File: config.mk
export PLATFORM = sky130hd
export DESIGN_NAME = lcd_hd44780_ctrl
export DESIGN_NICKNAME = d
export VERILOG_FILES = /design/src/rtl/lcd_hd44780_ctrl.sv
export SDC_FILE = /design/constraint.sdc
export NUM_CORES = 1
export LEC_CHECK = 0
export CAP_MARGIN = 25
export CORE_ASPECT_RATIO = 0.7
export CORE_MARGIN = 3
export CORE_UTILIZATION = 47
export DETAILED_ROUTE_END_ITERATION = 10
export PLACE_DENSITY_LB_ADDON = 0.1
export SYNTH_ARGS = -nofsm -noshare
export SYNTH_HDL_FRONTEND = slang
export SYNTH_SLANG_ARGS = --single-unit
File: constraint.sdc
create_clock -name clk -period 3.2 [get_ports clk]
set_input_delay 0.64 -clock clk [delete_from_list [all_inputs] [get_ports clk]]
set_output_delay 0.64 -clock clk [all_outputs]
set_load 0.01 [all_outputs]
File: src/rtl/lcd_hd44780_ctrl.sv
// rtl/lcd_hd44780_ctrl.sv - HD44780 character-LCD controller with init sequencer and cursor tracking
module lcd_hd44780_ctrl #(
    parameter int COLS      = 16,
    parameter int ROWS      = 2,
    parameter int T_SETUP   = 25,
    parameter int T_PULSE   = 50,
    parameter int T_HOLD    = 25,
    parameter int T_EXEC    = 2500,
    parameter int T_CLEAR   = 100000,
    parameter int T_POWERON = 2500000
) (
    input  logic       clk,
    input  logic       rst,
    input  logic       wr_valid,
    output logic       wr_ready,
    input  logic [1:0] wr_kind,
    input  logic [7:0] wr_data,
    output logic [7:0] lcd_data,
    output logic       lcd_rs,
    output logic       lcd_rw,
    output logic       lcd_e,
    output logic       init_done,
    output logic [1:0] cur_row,
    output logic [5:0] cur_col
);

    function automatic int imax(input int a, input int b);
        return (a > b) ? a : b;
    endfunction

    localparam int T_MAX = imax(imax(imax(T_SETUP, T_PULSE), imax(T_HOLD, T_EXEC)),
                                imax(T_CLEAR, T_POWERON));
    localparam int CW = $clog2(T_MAX) + 1;

    localparam logic [CW-1:0] SETUP_M1 = CW'(T_SETUP - 1);
    localparam logic [CW-1:0] PULSE_M1 = CW'(T_PULSE - 1);
    localparam logic [CW-1:0] HOLD_M1  = CW'(T_HOLD - 1);
    localparam logic [CW-1:0] EXEC_M1  = CW'(T_EXEC - 1);
    localparam logic [CW-1:0] CLEAR_M1 = CW'(T_CLEAR - 1);
    localparam logic [CW-1:0] PWR_M1   = CW'(T_POWERON - 1);
    localparam logic [CW-1:0] CNT_ONE  = CW'(1);
    localparam logic [CW-1:0] CNT_ZERO = '0;

    localparam logic [1:0] KIND_CHAR = 2'b00;
    localparam logic [1:0] KIND_CMD  = 2'b01;
    localparam logic [1:0] KIND_GOTO = 2'b10;

    // INIT doubles as the setup phase for the power-on command list
    typedef enum logic [2:0] {
        S_PWRON,
        S_INIT,
        S_IDLE,
        S_SETUP,
        S_PULSE,
        S_HOLD,
        S_WAIT,
        S_WRAP
    } state_t;

    state_t        state_q, state_d;
    logic [CW-1:0] cnt_q, cnt_d;
    logic [7:0]    lcd_data_q, lcd_data_d;
    logic          lcd_rs_q, lcd_rs_d;
    logic          lcd_e_q, lcd_e_d;
    logic          init_done_q, init_done_d;
    logic [1:0]    init_idx_q, init_idx_d;
    logic [1:0]    cur_row_q, cur_row_d;
    logic [5:0]    cur_col_q, cur_col_d;
    logic [1:0]    pend_row_q, pend_row_d;
    logic [5:0]    pend_col_q, pend_col_d;
    logic          wrap_need_q, wrap_need_d;
    logic          wrap_cyc_q, wrap_cyc_d;
    logic          use_clear_q, use_clear_d;

    logic [1:0]    g_row;
    logic [5:0]    g_col;
    logic [6:0]    g_addr;
    logic [CW-1:0] wait_m1;
    logic          is_clear;

    // DDRAM start address of each display row
    function automatic logic [6:0] row_base(input logic [1:0] r);
        case (r)
            2'd0:    return 7'h00;
            2'd1:    return 7'h40;
            2'd2:    return 7'(COLS);
            default: return 7'(64 + COLS);
        endcase
    endfunction

    // Power-on command list: function set, display on, entry mode, clear
    function automatic logic [7:0] init_cmd(input logic [1:0] idx);
        case (idx)
            2'd0:    return (ROWS > 1) ? 8'h38 : 8'h30;
            2'd1:    return 8'h0C;
            2'd2:    return 8'h06;
            default: return 8'h01;
        endcase
    endfunction

    // Goto target clamped into the visible area, plus its DDRAM address
    always_comb begin
        g_row = wr_data[7:6];
        g_col = wr_data[5:0];
        if (int'(wr_data[7:6]) >= ROWS) g_row = 2'(ROWS - 1);
        if (int'(wr_data[5:0]) >= COLS) g_col = 6'(COLS - 1);
        g_addr   = row_base(g_row) + 7'(g_col);
        is_clear = (wr_data == 8'h01) || (wr_data == 8'h02) || (wr_data == 8'h03);
        wait_m1  = use_clear_q ? CLEAR_M1 : EXEC_M1;
    end

    // Next-state, bus-cycle sequencing and cursor bookkeeping
    always_comb begin
        state_d     = state_q;
        cnt_d       = cnt_q + CNT_ONE;
        lcd_data_d  = lcd_data_q;
        lcd_rs_d    = lcd_rs_q;
        init_done_d = init_done_q;
        init_idx_d  = init_idx_q;
        cur_row_d   = cur_row_q;
        cur_col_d   = cur_col_q;
        pend_row_d  = pend_row_q;
        pend_col_d  = pend_col_q;
        wrap_need_d = wrap_need_q;
        wrap_cyc_d  = wrap_cyc_q;
        use_clear_d = use_clear_q;

        case (state_q)
            S_PWRON: begin
                if (cnt_q == PWR_M1) begin
                    state_d     = S_INIT;
                    cnt_d       = CNT_ZERO;
                    init_idx_d  = 2'd0;
                    lcd_data_d  = init_cmd(2'd0);
                    lcd_rs_d    = 1'b0;
                    use_clear_d = 1'b0;
                end
            end
            S_INIT, S_SETUP: begin
                if (cnt_q == SETUP_M1) begin
                    state_d = S_PULSE;
                    cnt_d   = CNT_ZERO;
                end
            end
            S_PULSE: begin
                if (cnt_q == PULSE_M1) begin
                    state_d = S_HOLD;
                    cnt_d   = CNT_ZERO;
                end
            end
            S_HOLD: begin
                if (cnt_q == HOLD_M1) begin
                    state_d = S_WAIT;
                    cnt_d   = CNT_ZERO;
                end
            end
            S_WAIT: begin
                if (cnt_q == wait_m1) begin
                    cnt_d = CNT_ZERO;
                    if (!init_done_q) begin
                        if (init_idx_q == 2'd3) begin
                            state_d     = S_IDLE;
                            init_done_d = 1'b1;
                        end else begin
                            state_d     = S_INIT;
                            init_idx_d  = init_idx_q + 2'd1;
                            lcd_data_d  = init_cmd(init_idx_q + 2'd1);
                            lcd_rs_d    = 1'b0;
                            use_clear_d = (init_idx_q == 2'd2);
                        end
                    end else if (wrap_cyc_q) begin
                        state_d    = S_IDLE;
                        wrap_cyc_d = 1'b0;
                        cur_row_d  = pend_row_q;
                        cur_col_d  = pend_col_q;
                    end else begin
                        state_d = S_WRAP;
                    end
                end
            end
            S_WRAP: begin
                cnt_d = CNT_ZERO;
                if (wrap_need_q) begin
                    state_d     = S_SETUP;
                    lcd_data_d  = 8'h80 | {1'b0, row_base(pend_row_q)};
                    lcd_rs_d    = 1'b0;
                    use_clear_d = 1'b0;
                    wrap_need_d = 1'b0;
                    wrap_cyc_d  = 1'b1;
                end else begin
                    state_d   = S_IDLE;
                    cur_row_d = pend_row_q;
                    cur_col_d = pend_col_q;
                end
            end
            default: begin
                cnt_d = CNT_ZERO;
                if (wr_valid) begin
                    pend_row_d  = cur_row_q;
                    pend_col_d  = cur_col_q;
                    wrap_need_d = 1'b0;
                    use_clear_d = 1'b0;
                    case (wr_kind)
                        KIND_CHAR: begin
                            state_d    = S_SETUP;
                            lcd_data_d = wr_data;
                            lcd_rs_d   = 1'b1;
                            if (cur_col_q == 6'(COLS - 1)) begin
                                pend_row_d  = (cur_row_q == 2'(ROWS - 1)) ? 2'd0 : cur_row_q + 2'd1;
                                pend_col_d  = 6'd0;
                                wrap_need_d = 1'b1;
                            end else begin
                                pend_col_d = cur_col_q + 6'd1;
                            end
                        end
                        KIND_CMD: begin
                            state_d     = S_SETUP;
                            lcd_data_d  = wr_data;
                            lcd_rs_d    = 1'b0;
                            use_clear_d = is_clear;
                            if (is_clear) begin
                                pend_row_d = 2'd0;
                                pend_col_d = 6'd0;
                            end
                        end
                        KIND_GOTO: begin
                            state_d    = S_SETUP;
                            lcd_data_d = 8'h80 | {1'b0, g_addr};
                            lcd_rs_d   = 1'b0;
                            pend_row_d = g_row;
                            pend_col_d = g_col;
                        end
                        default: begin
                            state_d = S_WRAP;
                        end
                    endcase
                end
            end
        endcase

        lcd_e_d = (state_d == S_PULSE);
    end

    // State and output registers, cleared immediately by rst
    always_ff @(posedge clk or posedge rst) begin
        if (rst) begin
            state_q     <= S_PWRON;
            cnt_q       <= '0;
            lcd_data_q  <= 8'h00;
            lcd_rs_q    <= 1'b0;
            lcd_e_q     <= 1'b0;
            init_done_q <= 1'b0;
            init_idx_q  <= 2'd0;
            cur_row_q   <= 2'd0;
            cur_col_q   <= 6'd0;
            pend_row_q  <= 2'd0;
            pend_col_q  <= 6'd0;
            wrap_need_q <= 1'b0;
            wrap_cyc_q  <= 1'b0;
            use_clear_q <= 1'b0;
        end else begin
            state_q     <= state_d;
            cnt_q       <= cnt_d;
            lcd_data_q  <= lcd_data_d;
            lcd_rs_q    <= lcd_rs_d;
            lcd_e_q     <= lcd_e_d;
            init_done_q <= init_done_d;
            init_idx_q  <= init_idx_d;
            cur_row_q   <= cur_row_d;
            cur_col_q   <= cur_col_d;
            pend_row_q  <= pend_row_d;
            pend_col_q  <= pend_col_d;
            wrap_need_q <= wrap_need_d;
            wrap_cyc_q  <= wrap_cyc_d;
            use_clear_q <= use_clear_d;
        end
    end

    assign wr_ready  = (state_q == S_IDLE);
    assign lcd_data  = lcd_data_q;
    assign lcd_rs    = lcd_rs_q;
    assign lcd_rw    = 1'b0;
    assign lcd_e     = lcd_e_q;
    assign init_done = init_done_q;
    assign cur_row   = cur_row_q;
    assign cur_col   = cur_col_q;

endmodule

## Word level (Yosys, flattened, before mapping)

Cells that the tools add are included.

- Add/sub/neg operators: 5
- $lt $le $gt $ge: 2
- Eq/ne operators: 35
- Muxes and demuxes: 77
- Bitwise gates (word level): 3
- Reductions and logical operators: 30

Operators by type and width:

| cell | number |
|---|---|
| $mux W23 | 4 |
| $pmux W23 S4 | 1 |
| $mux W8 | 6 |
| $mux W6 | 7 |
| $pmux W7 S3 | 2 |
| $pmux W6 S3 | 2 |
| $pmux W8 S4 | 1 |
| $mux W3 | 9 |
| $mux W2 | 13 |
| $add A23 B1 Y23 const B | 1 |
| $eq A23 B17 Y1 | 1 |
| $eq A23 B22 Y1 const B | 1 |
| $eq A23 B5 Y1 const B | 1 |
| $eq A23 B6 Y1 const B | 1 |
| $mux W1 | 20 |
| $pmux W3 S6 | 1 |
| $mux W17 | 1 |
| $eq A8 B2 Y1 const B | 2 |
| $ne A2 B2 Y1 const B | 8 |
| $pmux W8 S2 | 1 |
| $reduce_and A8 Y1 | 2 |
| $eq A3 B3 Y1 const B | 5 |
| $eq A2 B2 Y1 const B | 6 |
| $pmux W6 S2 | 1 |
| 30 further kinds | 55 |

- Flip-flop bits (word level): 58
- Input bits: 13
- Output and inout bits: 21
- Logic and storage cells: 166

## Depth between registers and ports, before layout

Gate-level depths: netlist (run 1).

- Depth after elaboration: 8
- Depth in mapped cells: 8
- Mapped depth without buffers: 7

## Worst setup path before layout (run 1)

OpenSTA, ideal clock, no wires.

- Kind: register to register
- Start: register cnt_q[0]
- End: register lcd_data_q[0], in the netlist lcd_data[0]
- Arrival: 2.708 ns
- Setup slack: 0.367 ns
- Stages on the path, launching flop included: 8
- Buffers on the path: 0
- Clock period less this slack: 2.833 ns
- Cells stage by stage: dfrtp_1 -> ha_1 -> or4b_1 -> or4_1 -> o31a_1 -> or2_4 -> nor3_4 -> mux2_2

- Cells in the longest elaborated chain, start to end: 3
- Elaborated cells between the ends (all ways): 5

Ends and longest elaborated chain:

| element | RTL line | text |
|---|---|---|
| start, declared | 61 | `logic [CW-1:0] cnt_q, cnt_d;` |
| start signal, assigned | 263 | `cnt_q <= cnt_d;` |
| $eq A23 B17 Y1 or $eq A23 B22 Y1 (tied branches) | 158, 130 |  |
| $ne A2 B2 Y1 (no source line) | n/a |  |
| $reduce_and A8 Y1 (no source line) (*) | n/a |  |
| end signal, assigned | 264 | `lcd_data_q <= lcd_data_d;` |
| end, declared | 62 | `logic [7:0] lcd_data_q, lcd_data_d;` |

Mark *: on every way between the ends. The rest lies on a longest branch, timed or not.
A chain may end at the register's enable or synchronous reset.

## Final worst setup path (run 1)

- Start: register cnt_q[0]
- End: register lcd_data_q[6], in the netlist lcd_data[6]

Same word-level chain as after synthesis.

==> run_results.csv, run 1 <==
group,metric,value,unit
floorplanning,dieArea,8375,um^2
layout,insertedDiodeCount,0,
placed_design,io_buffer_count,32,
layout,drive_above_1_share,11.74,%
power,p_per_area,344.8,nW/um^2
clocking,cts-root-buf,"clkbuf_8",
global_route,grt_first_pass_wirelength,14230,um
placed_design,placed_area,3834,um^2
outcome,status,"finished clean",
logic_synthesis,synth_cell_types,60,
sta,rsz0062_at_grt,"false",
route,drt-initial-drc-count,229,
power,vdd_drop_max,0.2063,mV
global_route,grt_pass1_vias,2707,
worst_setup_path,worst_path_max_delay_cell,"or4b_1",
floorplanning,die_w,108.1,um
worst_setup_path,critical_path_class,"register to register",
floorplanning,ios,34,
layout,nFillCells,620,
route,num_vias,2923,
logic_synthesis,netlist_instances,365,
floorplanning,initial_core_util,49.61,%
layout,fin_nets,430,
global_route,grt_usage,21.45,%
logic_synthesis,synth-edff-count,0,
route,ant_nets,0,
clocking,cts-resized-gates,0,
worst_setup_path,end_kind,"register",
worst_setup_path,crit_path_max_incr_delay,0.47,ns
clocking,numCtsBuffers,9,
worst_setup_path,cp.required,3.43,ns
clocking,cts_tree,"done",
clocking,clk_pin_slew,0.07,ns
clocking,postCtsSetupBuffers,0,
route,drc,0,
floorplanning,die_h,77.47,um
worst_setup_path,worstPathMaxFanout,8,
power,p_leak,1.803,nW
global_route,grt_max_degree,35,
sta,final.setup_skew,0.01150,ns
placed_design,place_congestion,0.8843,
route,routed_wl,8378,um
worst_setup_path,worst-path-buf-inv,1,
worst_hold_path,hold_path.class,"register to register",
floorplanning,fp.coreArea,6913,um^2
logic_synthesis,synth-main-ff-cell,"dfrtp_1",
clocking,cts_max_level,3,
logic_synthesis,synth_seq_cells,58,
clocking,insertion_delay,0.35,ns
route,wl_per_cell,16.66,um
logic_synthesis,async_flop_share,100.0,%
logic_synthesis,syn_area,3430,um^2
sta,finalSetupViolCount,0,
logic_synthesis,seq_area_frac_synth,42.32,%
route,vias_per_cell,5.811,
global_route,antenna_found_initial,0,
sta,setup_tns,0,ns
logic_synthesis,ys_warn_count,0,
sta,max_clock_freq,327.7,MHz
worst_setup_path,path_cells,"ha_1 > or4b_1 > or4_1 > o31a_1 > or2_4 > nor3_4 > buf_12 > mux2_2",
layout,fin_util,58.10,%
worst_setup_path,worstSetupStartpointType,"register",
sta,drv_slew,0,
clocking,clk_path_buf_depth,2,
floorplanning,rows,25,
sta,finalCriticalPeriod,3.052,ns
sta,max_slew_margin,47.24,%
logic_synthesis,synth_area_per_cell,9.396,um^2
sta,hold_viol_final,0,
sta,finalCritPeriodShare,95.36,%
run,max-cap-violations,0,
placed_design,dp_hpwl,6102,um
layout,area_growth,17.11,%
worst_setup_path,critPathArrivalTime,3.28,ns
clocking,cts_sinks,58,
global_route,grt-ovfl-total,0,
worst_setup_path,cp_top_family,"simple AND/OR/NAND/NOR gates",
layout,fin_area,4016,um^2
route,drt_first_pass_iters,5,
sta,worst_pin_slew,0.7854,ns
clocking,cts-hold-fix-buffers,0,
## cell type report
type | instances | area [um^2] | share of cell area, %
clock buffer | 11 | 131.4 | 3.271
tap | 94 | 117.6 | 2.928
inverter | 15 | 56.30 | 1.402
clock inverter | 5 | 31.28 | 0.7788
multi-input combinational | 282 | 1838 | 45.76
sequential | 58 | 1451 | 36.14
timing repair buffer | 38 | 390.4 | 9.720
## cell usage after synthesis, drive strengths merged (2+ instances only)
| cell | number | share of area (%) |
|---|---|---|
| and4 | 2 | 0.51 |
| or4 | 2 | 0.44 |
| o32a | 2 | 0.58 |
| nor4 | 10 | 1.8 |
| or3 | 3 | 0.58 |
| inv | 15 | 1.6 |
| a21oi | 18 | 2.6 |
| o22ai | 6 | 1.1 |
| nand3 | 23 | 3.4 |
| or4b | 2 | 0.58 |
| mux2 | 16 | 5.3 |
| and3 | 8 | 1.5 |
| nor2 | 46 | 5.1 |
| nor3 | 12 | 2.1 |
| nand2 | 24 | 2.6 |
| mux2i | 4 | 1.2 |
| ha | 13 | 4.7 |
| xnor2 | 7 | 1.8 |
| o31ai | 3 | 0.66 |
| or2 | 3 | 0.62 |
| dfrtp | 58 | 42 |
| nand2b | 3 | 0.55 |
| a21o | 5 | 1.1 |
| xor2 | 17 | 4.3 |
| clkbuf | 4 | 0.73 |
| a22oi | 3 | 0.66 |
| o21ai | 15 | 2.2 |
| and2 | 4 | 0.77 |
| nor2b | 3 | 0.55 |
| nand4b | 2 | 0.51 |
| buf | 8 | 1.9 |
| a41oi | 2 | 0.51 |
| nand4 | 5 | 0.91 |
## per-stage QoR
stage	hold slack (ns)	instances	total power [mW]	setup WS, ns
floorplan	0.4788	367	0.7847	0.3671
global placement	0.4894	486	0.8162	0.2015
detailed placement	0.4947	486	0.8159	0.1294
CTS	0.5152	502	1.396	0.1282
global route	0.5278	503	1.437	0.02229
finish	0.5085	503	1.385	0.1485
## cell usage in the layout (no fill, tap or decap), types with 10 or more instances in the layout
cell | Yosys | layout
a21oi_1 | 18 | 18
clkdlybuf4s50_1 | 0 | 32
dfrtp_1 | 58 | 58
ha_1 | 13 | 13
inv_1 | 15 | 14
mux2_2 | 16 | 16
nand2_1 | 24 | 24
nand3_1 | 23 | 23
nor2_1 | 45 | 45
nor3_1 | 11 | 11
nor4_1 | 10 | 10
o21ai_0 | 15 | 15
xor2_1 | 17 | 17
## logic make-up (layout without fill, tap and decap cells)
logic type | after synthesis | count (layout) | share of synthesized area, %
adders and majority gates | 13 | 13 | 4.743
buffers and inverters | 27 | 69 | 4.305
and+or+nand+nor | 155 | 155 | 23.28
xor gates and xnor gates | 24 | 24 | 6.129
AOI/OAI and AO/OA | 67 | 67 | 12.70
DFF | 58 | 58 | 42.32
muxes | 20 | 20 | 6.421
other | 1 | 3 | 0.1093
## layer usage
metal | wire, um | track usage (%) | vias to the layer above
met4 | 93 | 6.053 | 0
met1 | 4440 | 36.05 | 1411
met5 | 0 | 0 | -
met3 | 565 | 4.323 | 11
li1 | - | - | 1389
met2 | 3278 | 26.74 | 112
## report_power, final
group / leakage (nW) / internal [mW] / switching, mW
clock: 0.0831 / 0.278 / 0.304
sequential: 0.780 / 0.733 / 0
combinational: 0.940 / 0.0281 / 0.0413
## path summary, 6_finish.rpt
check	from	to	slack [ns]	cells after the start
min	pend_col_q[1]	cur_col[1]	0.51	1
max	cnt_q[0]	lcd_data[6]	0.15	8
min reg2reg	pend_col_q[1]	cur_col[1]	0.51	1
max in group asynchronous	rst	lcd_e	1.96	3
min in group asynchronous	rst	cnt_q[3]	0.66	2
max reg2reg	cnt_q[0]	lcd_data[6]	0.15	8
## worst register-to-register path: stages (launching register included)
cell and delay (ns):
dfrtp_1 0.45, ha_1 0.28, or4b_1 0.47, or4_1 0.44, o31a_1 0.34, or2_4 0.25
nor3_4 0.21, buf_12 0.15, mux2_2 0.33
## flip-flops by register name (all words and copies together) (netlist names)
| signal | count |
|---|---|
| wrap_cyc_q | 1 |
| cur_col | 6 |
| state_q | 3 |
| cur_row | 2 |
| lcd_rs | 1 |
| init_done | 1 |
| lcd_e | 1 |
| pend_row_q | 2 |
| lcd_data | 8 |
| wrap_need_q | 1 |
| cnt_q | 23 |
| use_clear_q | 1 |
| pend_col_q | 6 |
| init_idx_q | 2 |
Power figures use the tool's default switching activity.
==> run 2, diff against run 1 <==
ABC_AREA = 0   (was default)
==> results of run 2 <==
Same layout as run 1: the final DEF is identical, and so are final timing and power.
==> run 3, diff against run 2 <==
--- a/config.mk
+++ b/config.mk
@@ -13,4 +13,5 @@
 export DETAILED_ROUTE_END_ITERATION = 10
 export PLACE_DENSITY_LB_ADDON = 0.1
+export SETUP_SLACK_MARGIN = 0.4
 export SYNTH_ARGS = -nofsm -noshare
 export SYNTH_HDL_FRONTEND = slang
==> constraint.sdc (replaced) <==
create_clock -name clk -period 3.2 [get_ports clk]
set_input_delay 0.64 -clock clk [delete_from_list [all_inputs] [get_ports clk]]
set_output_delay 0.64 -clock clk [all_outputs]
set_load 0.1 [all_outputs]
==> run 3 against run 2 <==
Compared with the run above:
- final area is 1.3% higher
- worst setup slack improved by 0.33 ns
- combinational power is 4.5% higher
- clock skew fell by 0.00059 ns
- global-route usage shrank 0.19 points
- wire length decreased by 2.4%
- fmax up 12%
- critical path depth unchanged
==> run_results.csv, run 3 (synthesis gave the netlist of run 1 again) <==
group,metric,value,unit
route,routed_wl,8177,um
global_route,grt-ovfl-total,0,
route,drt_first_pass_iters,5,
clocking,clk_pin_slew,0.07,ns
route,wl_per_cell,16.22,um
worst_setup_path,worst_path_max_delay_cell,"or4b_4",
floorplanning,die_h,77.47,um
worst_setup_path,path_cells,"ha_4 > or4b_4 > or4_4 > o31a_1 > or2_4 > nor3_4 > buf_12 > mux2_2",
clocking,cts-root-buf,"clkbuf_8",
worst_setup_path,worstSetupStartpointType,"register",
power,power.switching,355.5,uW
worst_setup_path,critPathArrivalTime,2.94,ns
placed_design,io_buffer_count,32,
floorplanning,fp.coreArea,6913,um^2
power,power_frac_clock,48.9,%
layout,fin_nets,431,
floorplanning,ios,34,
sta,final.setup_skew,0.01091,ns
route,top_layer_used,"met4",
floorplanning,rows,25,
layout,nFillCells,594,
layout,drive_above_1_share,19.02,%
clocking,cts_sinks,58,
global_route,grt_max_degree,35,
clocking,cts_tree,"done",
route,ant_nets,0,
route,dr_wl_met3,541,um
clocking,numCtsBuffers,9,
placed_design,dp_hpwl,6004,um
sta,max_clock_freq,368.0,MHz
sta,max_slew_margin,57.91,%
worst_setup_path,reg2reg_slack,0.48,ns
global_route,grt_first_pass_wirelength,14020,um
power,vdd_drop_max,0.2773,mV
power,p_leak,1.881,nW
layout,insertedDiodeCount,0,
sta,finalCritPeriodShare,84.91,%
sta,drv_slew,0,
floorplanning,initial_core_util,49.61,%
route,vias_per_cell,5.796,
clocking,clk_path_buf_depth,2,
layout,final_common_cell,"dfrtp_1",
floorplanning,dieArea,8375,um^2
power,sw_frac_of_total,22.55,%
clocking,cts_max_level,3,
global_route,grt_pass1_vias,2726,
power,intPower,1.221,mW
sta,finalSetupViolCount,0,
sta,rsz0062_at_grt,"false",
worst_setup_path,cp.required,3.42,ns
power,p_seq_share,46.5,%
floorplanning,die_w,108.1,um
global_route,antenna_found_initial,0,
worst_setup_path,cp_top_family,"simple AND/OR/NAND/NOR gates",
route,drc,0,
power,comb_power_share,4.6,%
layout,area_growth,18.61,%
route,drt-initial-drc-count,275,
worst_setup_path,crit_path_max_incr_delay,0.46,ns
global_route,grt_usage,21.25,%
layout,mostFrequentLayoutCells,"dfrtp_1 (55), nor2_1 (45), buf_4 (25)",
route,dr_wl_met2,3171,um
layout,largest_reg_flops,23,
run,max-cap-violations,0,
route,num_vias,2921,
worst_setup_path,critical_path_class,"register to register",
sta,hold_viol_final,0,
sta,finalCriticalPeriod,2.717,ns
layout,fin_util,58.84,%
worst_setup_path,end_kind,"register",
clocking,insertion_delay,0.34,ns
sta,worst_pin_slew,0.6266,ns
route,met1Wirelength,4392,um
layout,largest_register,"cnt_q",
outcome,status,"finished clean",
clocking,cts-hold-fix-buffers,0,
worst_hold_path,hold_path.class,"register to register",
power,p_per_area,387.5,nW/um^2
placed_design,place_congestion,0.8765,
worst_setup_path,worst-path-buf-inv,1,
sta,setup_tns,0,ns
worst_setup_path,worstPathMaxFanout,8,
==> run 3: power by group through the flow <==
| stage | combinational (mW) | sequential (mW) | clock (mW) |
|---|---|---|---|
| 2_1_floorplan | 0.0424 | 0.747 | 0 |
| 3_3_place_gp | 0.0730 | 0.747 | 0 |
| 3_5_place_dp | 0.0730 | 0.747 | 0 |
| 4_1_cts | 0.0733 | 0.733 | 0.788 |
| 5_1_grt | 0.0824 | 0.732 | 0.832 |
| 6_report | 0.0725 | 0.733 | 0.771 |
==> run 3: per-layer routing <==
metal | global-route usage, % | vias up
met1 | 35.47 | 1402
met5 | 0 | -
met4 | 5.801 | 0
li1 | - | 1397
met2 | 25.81 | 115
met3 | 5.736 | 7
==> run 3: per-stage QoR <==
stage / total power, mW / instance area, um^2 / worst slack, ns / hold slack, ns / std cells
2_1_floorplan: 0.7893 / 3456 / 0.3808 / 0.4788 / 367
3_3_place_gp: 0.8197 / 3795 / 0.2257 / 0.4880 / 485
3_5_place_dp: 0.8198 / 3795 / 0.1707 / 0.4933 / 485
4_1_cts: 1.593 / 4059 / 0.4146 / 0.5102 / 504
5_1_grt: 1.647 / 4068 / 0.4019 / 0.5298 / 504
6_report: 1.576 / 4068 / 0.4829 / 0.5050 / 504
==> run 3: worst reg2reg max path: cells and delay by family (launching register included) <==
kind | cells | cell delay [ns]
AND/OR/NAND/NOR | 4 | 1.29
buffers and inverters | 1 | 0.15
multiplexers | 1 | 0.33
flip-flops | 1 | 0.39
AO/OA/AOI/OAI | 1 | 0.28
adder cells (fa/ha/maj) | 1 | 0.16
==> run 3: path summary, 6_finish.rpt <==
check	startpoint	cells past startpoint	end
max	cnt_q[1]	8	lcd_data[6]
min	pend_col_q[5]	1	cur_col[5]
max reg2reg	cnt_q[1]	8	lcd_data[6]
min reg2reg	pend_col_q[5]	1	cur_col[5]
max in group asynchronous	rst	3	cnt_q[11]
min in group asynchronous	rst	2	cnt_q[2]
==> run 3: cell type report <==
class                   count  area, um^2  area share [%]
multi-input cells         282        1863           45.80
flip-flops and latches     58        1455           35.77
repair buffers             39       347.8           8.551
clock buffers              10       137.6           3.384
well taps                  94       117.6           2.891
clock inverters             6       90.09           2.215
inverters                  15       56.30           1.384
==> run 3: what timing repair did <==
item                       4_1_cts  5_1_grt
buffers inserted                 3        0
resized for setup                1        3
pin swaps                        1        1
setup endpoints to repair        8        9
